==> config.mk <==
export PLATFORM = sky130hd
export DESIGN_NAME = fetch_queue_flat
export DESIGN_NICKNAME = d
export VERILOG_FILES = /design/src/rtl/fetch_queue_if.sv /design/src/rtl/fetch_fifo.sv /design/src/rtl/fetch_queue.sv /design/src/flat_wrapper.sv
export SDC_FILE = /design/constraint.sdc
export NUM_CORES = 1
export LEC_CHECK = 0
export ABC_AREA = 1
export CORE_MARGIN = 10
export CORE_UTILIZATION = 62
export CTS_CLUSTER_SIZE = 20
export DETAILED_ROUTE_END_ITERATION = 16
export PLACE_DENSITY = 0.95
export SLEW_MARGIN = 20
export SYNTH_ARGS = -nofsm -noshare
export SYNTH_HDL_FRONTEND = slang
export SYNTH_SLANG_ARGS = --single-unit
==> constraint.sdc <==
create_clock -name i_clk -period 4.8 [get_ports i_clk]
set_input_delay 0.96 -clock i_clk [delete_from_list [all_inputs] [get_ports i_clk]]
set_output_delay 0.96 -clock i_clk [all_outputs]
set_load 0.02 [all_outputs]
==> src/rtl/fetch_queue_if.sv <==
// Core/memory-side signal bundle of the instruction prefetch queue.
// The master modport is the queue itself; the slave side is the core plus memory.
interface fetch_queue_if #(
    parameter int ADDR_W = 16,
    parameter int DATA_W = 16,
    parameter int DEPTH  = 4
);
    logic                    o_mem_req;
    logic [ADDR_W-1:0]       o_mem_addr;
    logic                    i_mem_ack;
    logic                    i_mem_rvalid;
    logic [DATA_W-1:0]       i_mem_rdata;
    logic                    o_inst_valid;
    logic [DATA_W-1:0]       o_inst;
    logic [ADDR_W-1:0]       o_inst_pc;
    logic                    i_inst_ready;
    logic                    i_redirect;
    logic [ADDR_W-1:0]       i_redirect_pc;
    logic [$clog2(DEPTH):0]  o_count;

    modport master (
        output o_mem_req, o_mem_addr, o_inst_valid, o_inst, o_inst_pc, o_count,
        input  i_mem_ack, i_mem_rvalid, i_mem_rdata, i_inst_ready, i_redirect, i_redirect_pc
    );

    modport slave (
        input  o_mem_req, o_mem_addr, o_inst_valid, o_inst, o_inst_pc, o_count,
        output i_mem_ack, i_mem_rvalid, i_mem_rdata, i_inst_ready, i_redirect, i_redirect_pc
    );
endinterface

==> src/rtl/fetch_fifo.sv <==
// Synchronous FIFO with a registered head output; flush beats push and pop.
module fetch_fifo #(
    parameter int DEPTH = 4,
    parameter int WIDTH = 32
) (
    input  logic                   i_clk,
    input  logic                   i_rst_n,
    input  logic                   push,
    input  logic                   pop,
    input  logic                   flush,
    input  logic [WIDTH-1:0]       wdata,
    output logic [WIDTH-1:0]       rdata,
    output logic [$clog2(DEPTH):0] count,
    output logic                   full,
    output logic                   empty
);
    localparam int PW = $clog2(DEPTH);

    logic [WIDTH-1:0] mem [DEPTH];
    logic [PW-1:0]    wr_ptr;
    logic [PW-1:0]    rd_ptr;
    logic             do_push;
    logic             do_pop;

    assign empty   = (count == '0);
    assign full    = (count == (PW+1)'(DEPTH));
    assign do_pop  = pop && !empty;
    assign do_push = push && !full;

    always_ff @(posedge i_clk) begin
        if (do_push && !flush) mem[wr_ptr] <= wdata;
    end

    always_ff @(posedge i_clk) begin
        if (!i_rst_n || flush) begin
            wr_ptr <= '0;
            rd_ptr <= '0;
            count  <= '0;
            rdata  <= '0;
        end else begin
            if (do_push) wr_ptr <= wr_ptr + 1'b1;
            if (do_pop)  rd_ptr <= rd_ptr + 1'b1;
            count <= count + (PW+1)'(do_push) - (PW+1)'(do_pop);
            // The head register must track whichever entry becomes the head next cycle.
            if (do_push && (empty || (do_pop && count == (PW+1)'(1))))
                rdata <= wdata;
            else if (do_pop && count > (PW+1)'(1))
                rdata <= mem[rd_ptr + 1'b1];
        end
    end
endmodule

==> src/rtl/fetch_queue.sv <==
// Instruction prefetch unit: credit-limited fetch issue, in-order response buffering,
// and redirect flush with discard of responses still in flight.
module fetch_queue #(
    parameter int              ADDR_W   = 16,
    parameter int              DATA_W   = 16,
    parameter int              DEPTH    = 4,
    parameter logic [ADDR_W-1:0] RESET_PC = '0
) (
    input logic           i_clk,
    input logic           i_rst_n,
    fetch_queue_if.master bus
);
    localparam int CW = $clog2(DEPTH) + 1;

    logic [ADDR_W-1:0]        fetch_pc;
    logic [ADDR_W-1:0]        tail_pc;
    logic [CW-1:0]            pending;
    logic [CW-1:0]            pending_next;
    logic [CW-1:0]            discard;
    logic [CW-1:0]            count;
    logic [CW:0]              in_use;
    logic                     issue;
    logic                     drop;
    logic                     push;
    logic                     pop;
    logic                     fifo_full;
    logic                     fifo_empty;
    logic [DATA_W+ADDR_W-1:0] head;

    assign in_use           = {1'b0, count} + {1'b0, pending};
    assign bus.o_mem_req    = i_rst_n && (in_use < (CW+1)'(DEPTH)) && !bus.i_redirect;
    assign bus.o_mem_addr   = fetch_pc;
    assign issue            = bus.o_mem_req && bus.i_mem_ack;
    assign drop             = bus.i_mem_rvalid && (discard != '0);
    assign push             = bus.i_mem_rvalid && !drop && !bus.i_redirect;
    assign pop              = bus.i_inst_ready && !bus.i_redirect;
    assign pending_next     = pending + CW'(issue) - CW'(bus.i_mem_rvalid);

    assign bus.o_inst_valid = !fifo_empty;
    assign bus.o_inst       = head[DATA_W+ADDR_W-1:ADDR_W];
    assign bus.o_inst_pc    = head[ADDR_W-1:0];
    assign bus.o_count      = count;

    fetch_fifo #(
        .DEPTH (DEPTH),
        .WIDTH (DATA_W + ADDR_W)
    ) u_fifo (
        .i_clk   (i_clk),
        .i_rst_n (i_rst_n),
        .push    (push),
        .pop     (pop),
        .flush   (bus.i_redirect),
        .wdata   ({bus.i_mem_rdata, tail_pc}),
        .rdata   (head),
        .count   (count),
        .full    (fifo_full),
        .empty   (fifo_empty)
    );

    always_ff @(posedge i_clk) begin
        if (!i_rst_n) begin
            fetch_pc <= RESET_PC;
            tail_pc  <= RESET_PC;
            pending  <= '0;
            discard  <= '0;
        end else begin
            pending <= pending_next;
            if (bus.i_redirect) begin
                // Everything still outstanding after this cycle belongs to the old stream.
                discard  <= pending_next;
                fetch_pc <= bus.i_redirect_pc;
                tail_pc  <= bus.i_redirect_pc;
            end else begin
                if (drop)  discard  <= discard - 1'b1;
                if (issue) fetch_pc <= fetch_pc + 1'b1;
                if (push)  tail_pc  <= tail_pc + 1'b1;
            end
        end
    end

    always_ff @(posedge i_clk) begin
        if (i_rst_n) assert (!(bus.i_mem_rvalid && fifo_full));
    end
endmodule

==> src/flat_wrapper.sv <==
// flat-port wrapper written by rule: the top's interface ports become plain ports
module fetch_queue_flat 
#(
    parameter int              ADDR_W   = 16,
    parameter int              DATA_W   = 16,
    parameter int              DEPTH    = 4,
    parameter logic [ADDR_W-1:0] RESET_PC = '0
)
  (i_clk, i_rst_n, bus_o_mem_req, bus_o_mem_addr, bus_o_inst_valid, bus_o_inst, bus_o_inst_pc, bus_o_count, bus_i_mem_ack, bus_i_mem_rvalid, bus_i_mem_rdata, bus_i_inst_ready, bus_i_redirect, bus_i_redirect_pc);
  fetch_queue_if #(.ADDR_W(ADDR_W), .DATA_W(DATA_W), .DEPTH(DEPTH)) bus_i ();
  input logic i_clk;
  input logic i_rst_n;
  output wire logic [$bits(bus_i.o_mem_req)-1:0] bus_o_mem_req;
  output wire logic [$bits(bus_i.o_mem_addr)-1:0] bus_o_mem_addr;
  output wire logic [$bits(bus_i.o_inst_valid)-1:0] bus_o_inst_valid;
  output wire logic [$bits(bus_i.o_inst)-1:0] bus_o_inst;
  output wire logic [$bits(bus_i.o_inst_pc)-1:0] bus_o_inst_pc;
  output wire logic [$bits(bus_i.o_count)-1:0] bus_o_count;
  input wire logic [$bits(bus_i.i_mem_ack)-1:0] bus_i_mem_ack;
  input wire logic [$bits(bus_i.i_mem_rvalid)-1:0] bus_i_mem_rvalid;
  input wire logic [$bits(bus_i.i_mem_rdata)-1:0] bus_i_mem_rdata;
  input wire logic [$bits(bus_i.i_inst_ready)-1:0] bus_i_inst_ready;
  input wire logic [$bits(bus_i.i_redirect)-1:0] bus_i_redirect;
  input wire logic [$bits(bus_i.i_redirect_pc)-1:0] bus_i_redirect_pc;
  assign bus_o_mem_req = bus_i.o_mem_req;
  assign bus_o_mem_addr = bus_i.o_mem_addr;
  assign bus_o_inst_valid = bus_i.o_inst_valid;
  assign bus_o_inst = bus_i.o_inst;
  assign bus_o_inst_pc = bus_i.o_inst_pc;
  assign bus_o_count = bus_i.o_count;
  assign bus_i.i_mem_ack = bus_i_mem_ack;
  assign bus_i.i_mem_rvalid = bus_i_mem_rvalid;
  assign bus_i.i_mem_rdata = bus_i_mem_rdata;
  assign bus_i.i_inst_ready = bus_i_inst_ready;
  assign bus_i.i_redirect = bus_i_redirect;
  assign bus_i.i_redirect_pc = bus_i_redirect_pc;
  fetch_queue #(.ADDR_W(ADDR_W), .DATA_W(DATA_W), .DEPTH(DEPTH), .RESET_PC(RESET_PC)) u_core (.i_clk(i_clk), .i_rst_n(i_rst_n), .bus(bus_i));
endmodule
* Word level (Yosys, flattened, before mapping)
Memory sizes are Yosys's and may differ from the RTL's. Index checks and enable logic that the tools add are counted.
Word-level totals: bits in registers 77, bits in latches 0, memory bits (writable) 128, memory bits (read-only) 0, bits of input ports 38, output and inout bits 53, logic and storage cells 59, memories 1
Cells by class: add/subtract/negate cells 10, multipliers 0, divide/modulo/power cells 0, magnitude comparators 2, eq/ne operators 2, shifts and indexed selects 0, multiplexer cells 10, bitwise gates (word level) 0, reduce and logical (&&, ||, !) cells 26
Memory list:
- u_core.u_fifo.mem | words 4, width 32, rd ports 1, clocked after memory_dff 0, write ports 1, RTL line fetch_fifo.sv:19 | logic [WIDTH-1:0] mem [DEPTH];
Operator list (number):
- $mux 16 | 4
- $mux 32 | 2
- $add 16x1->16 const B | 2
- $logic_and 1x1->1 | 13
- $reduce_bool 2->1 | 4
- $add 3x1->3 | 2
- $mux 3 | 2
- $sub 3x1->3 | 2
- $logic_not 1->1 | 5
- $add 2x1->2 const B | 2
- $add 3x3->4 | 1
- $lt 4x3->1 const B | 1
- $eq 3x1->1 const B | 1
- $eq 3x3->1 const B | 1
- $gt 3x1->1 const B | 1
- $logic_not 3->1 | 1
- $reduce_bool 3->1 | 1
- $sub 3x1->3 const B | 1
- $logic_or 1x1->1 | 2
- $mux 1 | 2

* Longest topological paths before layout
depth after elaboration 9, mapped depth 11

* Modules after synthesis
Synthesis repeated with hierarchy kept, for this count alone.
Unflattened totals: cell total of the unflattened synthesis 1206, area total of the unflattened synthesis 9883.2 um^2
By module, submodules not included:
- fetch_fifo | times used 1, cells each 819, area each 7424.6 um^2, seq. area each 4624.4 um^2
- fetch_queue | times used 1, cells each 387, area each 2458.6 um^2, seq. area each 760.7 um^2

* Worst setup path after synthesis
OpenSTA, ideal clock, no wires.
path kind input -> register, from in bus_i_redirect, to mem u_core.u_fifo.mem[0][0] (enable), setup time 0.421 ns, data arrival time 2.879 ns, data required time 4.379 ns, setup slack 1.500 ns, cell stages on the path 6, buffers on the path 1, cells stage by stage buf_6 -> clkinv_8 -> nand4_4 -> nor2_4 -> inv_2 -> nor2_1
Between the ends: word-level cells in the longest chain between the ends 6
Ends and longest elaborated chain:
- start: declaration | RTL line flat_wrapper.sv:23 | input wire logic [$bits(bus_i.i_redirect)-1:0] bus_i_redirect;
- $logic_not 1->1 (*) | RTL line fetch_fifo.sv:31, fetch_queue.sv:35
- $logic_and 1x1->1 | RTL line fetch_queue.sv:35 | assign push = bus.i_mem_rvalid && !drop && !bus.i_redirect;
- $logic_and 1x1->1 | RTL line fetch_fifo.sv:28 | assign do_push = push && !full;
- $logic_and 1x1->1 (*) | RTL line fetch_fifo.sv:31 | if (do_push && !flush) mem[wr_ptr] <= wdata;
- $mux 1 (*) | RTL line fetch_fifo.sv:31
- $mux 1 (not written as such) (*) | RTL line fetch_fifo.sv:31
- end: declaration | RTL line fetch_fifo.sv:19
Every way passes the cells marked *; elsewhere a longest branch is shown, timed or not.

* Final worst setup path
from in bus_i_redirect, to out bus_o_mem_req
Between the ends: word-level cells in the longest chain between the ends 2
Ends and longest elaborated chain:
- $logic_not 1->1 | RTL line fetch_queue.sv:31 | assign bus.o_mem_req = i_rst_n && (in_use < (CW+1)'(DEPTH)) && !bus.i_redirect;
- $logic_and 1x1->1 | RTL line fetch_queue.sv:31
- end: declaration | RTL line flat_wrapper.sv:13 | output wire logic [$bits(bus_i.o_mem_req)-1:0] bus_o_mem_req;
Every way passes these cells.

==> flow_metrics.env <==
export IMPL_crit_fanout=23
export IMPL_antenna_found_initial=0
export IMPL_post_place_cells=1323
export IMPL_grt_pass1_vias=8017
export IMPL_p_per_area_nw_per_um2=374
export IMPL_hold_path_depth=2
export IMPL_critPathKind="in2out"
export IMPL_hp_start="u_core.u_fifo.rdata[17]$_SDFFE_PP0P_"
export IMPL_synth_simple_area_share_pct=23.7
export IMPL_vdd_ir_drop_max_uv=217
export IMPL_clk_pin_slew_ns=0.06
export IMPL_place_ws_ns=1.26
export IMPL_first_pass_iters=6
export IMPL_fin_crit_ns=3.54
export IMPL_synth_compound_area_share_pct=7.92
export IMPL_critical_path_endpoint_type="output pin"
export IMPL_vias=8094
export IMPL_dpl_cell_area_um2=10500
export IMPL_ys_types=37
export IMPL_drtAntennaViolNets=0
export IMPL_core_area_um2=15100
export IMPL_die_w_um=144
export IMPL_fin_crit_sh_pct=73.8
export IMPL_yosysSeqAreaShare_pct=56.5
export IMPL_grt_usage_pct=24.2
export IMPL_async_flop_share_pct=0
export IMPL_syn_instance_count=1076
export IMPL_chipHeight_um=144
export IMPL_slew_headroom_pct=41.8
export IMPL_drive_above_1_share_pct=8.02
export IMPL_reg2reg_from="u_core.u_fifo.count[1]$_SDFF_PP0_"
export IMPL_vias_per_cell=5.95
export IMPL_highest_layer="met4"
export IMPL_area_growth_syn_to_layout_pct=18.4
export IMPL_max_cap_violations=0
export IMPL_tightest_slew_ns=0.871
export IMPL_finalWirelength_mm=25.6
export IMPL_fin_worst_skew_ns=0.0109
export IMPL_die_area_um2=20700
export IMPL_clockBufferDepth=3
export IMPL_setup_viol=0
export IMPL_rsz0062_at_grt="no"
export IMPL_synth_area_um2=9530
export IMPL_fin_area_um2=11300
export IMPL_gp_congestion=0.924
export IMPL_cp_data_required_time_ns=3.84
export IMPL_hp_class="reg2reg"
export IMPL_io_pins=91
export IMPL_worstSetupStartpointType="input port"
export IMPL_dp_hpwl_mm=14.9
export IMPL_portBuffers=90
export IMPL_cts_sinks=205
export IMPL_synth_top_family_by_area="simple AND/OR/NAND/NOR gates"
export IMPL_power_leakage_uw=0.00448
export IMPL_final_cell_mix="306 x nand2_1, 148 x nand3_1, 128 x edfxtp_1"
export IMPL_finalHoldViolations=0
export IMPL_synth_edff_count=128
export IMPL_regToRegSetupSlack_ns=2.31
export IMPL_final_instance_count_excl_fill=1360
export IMPL_ctsHoldBuffers=0
export IMPL_whs_ns=0.484
export IMPL_wl_met3_mm=2.78
export IMPL_ys_flop_type="edfxtp_1"
export IMPL_synth_nets=1132
export IMPL_cts_root_buf="clkbuf_16"
export IMPL_arrival_ns=2.58
export IMPL_min_to="u_core.u_fifo.rdata[17]$_SDFFE_PP0P_"
export IMPL_drt_met1_wl_mm=9.12
export IMPL_synth_seq_cells=205
export IMPL_final_common_cell="nand2_1"
export IMPL_setup_tns_ns=0
export IMPL_drv_slew=0
export IMPL_fillers=944
export IMPL_synth_fa_ha_area_share_pct=2.52
export IMPL_grt_max_degree=38
export IMPL_dr_wl_met2_mm=12.8
export IMPL_max_freq_ghz=0.282
export IMPL_ys_warn_count=0
export IMPL_status="complete, no violations"
export IMPL_rows=45
export IMPL_route_detailed_drc=0
export IMPL_final_nets=1214
export IMPL_cts_resized=0
export IMPL_wl_per_cell_um=18.8
export IMPL_numCtsBuffers=21
export IMPL_grt_pass1_wl_mm=39.9
export IMPL_drt_iter0_markers=900
export IMPL_start_util_pct=62.9
export IMPL_post_synth_cell_area_avg_um2=8.85
export IMPL_gr_total_overflow=0
export IMPL_clock_latency_ns=0.50
export IMPL_post_cts_setup_buffers=0
export IMPL_timing_rr_end="u_core.discard[1]$_SDFFE_PN0P_"
export IMPL_r2r_cells=8
export IMPL_htree_levels=1
export IMPL_synth_xor_area_share_pct=0.827
export IMPL_synthMuxAreaShare_pct=0
export IMPL_worst_slack_ns=1.26
export IMPL_insertedDiodeCount=0
export IMPL_cts_tree="built"
==> cells in the mapped netlist (all sizes together), types with 12 or more instances <==
cell type,instances,area [µm²]
nand3,148,741
o21ai,54,282
ha,16,200
inv,140,526
a21oi,66,379
dfxtp,77,1540
clkbuf,12,45.0
nor2,53,216
buf,32,218
edfxtp,128,3840
nand2,310,1180
==> sequential cells by signal, indices dropped and copies added (netlist names) <==
register               count
u_core.u_fifo.mem        128
u_core.u_fifo.rdata       32
u_core.bus.o_mem_addr     16
u_core.tail_pc            16
u_core.discard             3
u_core.pending             3
u_core.u_fifo.count        3
u_core.u_fifo.rd_ptr       2
u_core.u_fifo.wr_ptr       2
==> worst max-delay path by stage <==
stage                                              to  slack (ns)           start  cells after the start
floorplan           u_core.u_fifo.mem[0][0]$_DFFE_PP_        1.50  bus_i_redirect                      6
detailed placement                      bus_o_mem_req        1.26  bus_i_redirect                      5
global route                            bus_o_mem_req        1.19  bus_i_redirect                      5
CTS                                     bus_o_mem_req        1.25  bus_i_redirect                      5
finish                                  bus_o_mem_req        1.26  bus_i_redirect                      5
global placement                        bus_o_mem_req        1.28  bus_i_redirect                      5
==> worst max-delay path: stages <==
cell             delay (ns)
clkdlybuf4s50_1        0.52
clkinv_8               0.18
nand3b_2               0.15
nor2_4                 0.15
clkdlybuf4s50_1        0.62
==> stage by stage <==
step           util [%]  power [µW]
2_1_floorplan         -        2270
3_3_place_gp       69.4        2400
3_5_place_dp       69.4        2420
4_1_cts            74.5        4210
5_1_grt            74.5        4340
6_report           74.5        4220
==> metal layers <==
layer	global-route usage (%)	vias to the layer above
li1	-	3697
met1	28.3	3727
met2	42.0	575
met3	4.52	95
met4	11.0	0
met5	0	-
==> final cells by class <==
cell class                      count  area [µm²]  area share, %
Clock buffer                       28         592           5.25
Clock inverter                      9         176           1.56
Inverter                          142         546           4.84
Multi-Input combinational cell    685        3340           29.7
Sequential cell                   205        5390           47.8
Tap cell                          188         235           2.09
Timing Repair Buffer              103         998           8.85
==> report_power, final <==
group / total (µW) / internal [µW] / switching [µW]
registers: 2000 / 1940 / 64.4
clock network: 1820 / 1140 / 684
logic: 397 / 142 / 255
==> kinds of logic after synthesis <==
family,count (synthesis)
adders and majority gates,18
xor gates and xnor gates,9
buffers and inverters,186
DFF,205
AOI/OAI and AO/OA,133
and+or+nand+nor,525
(Power assumes the default switching activity.)
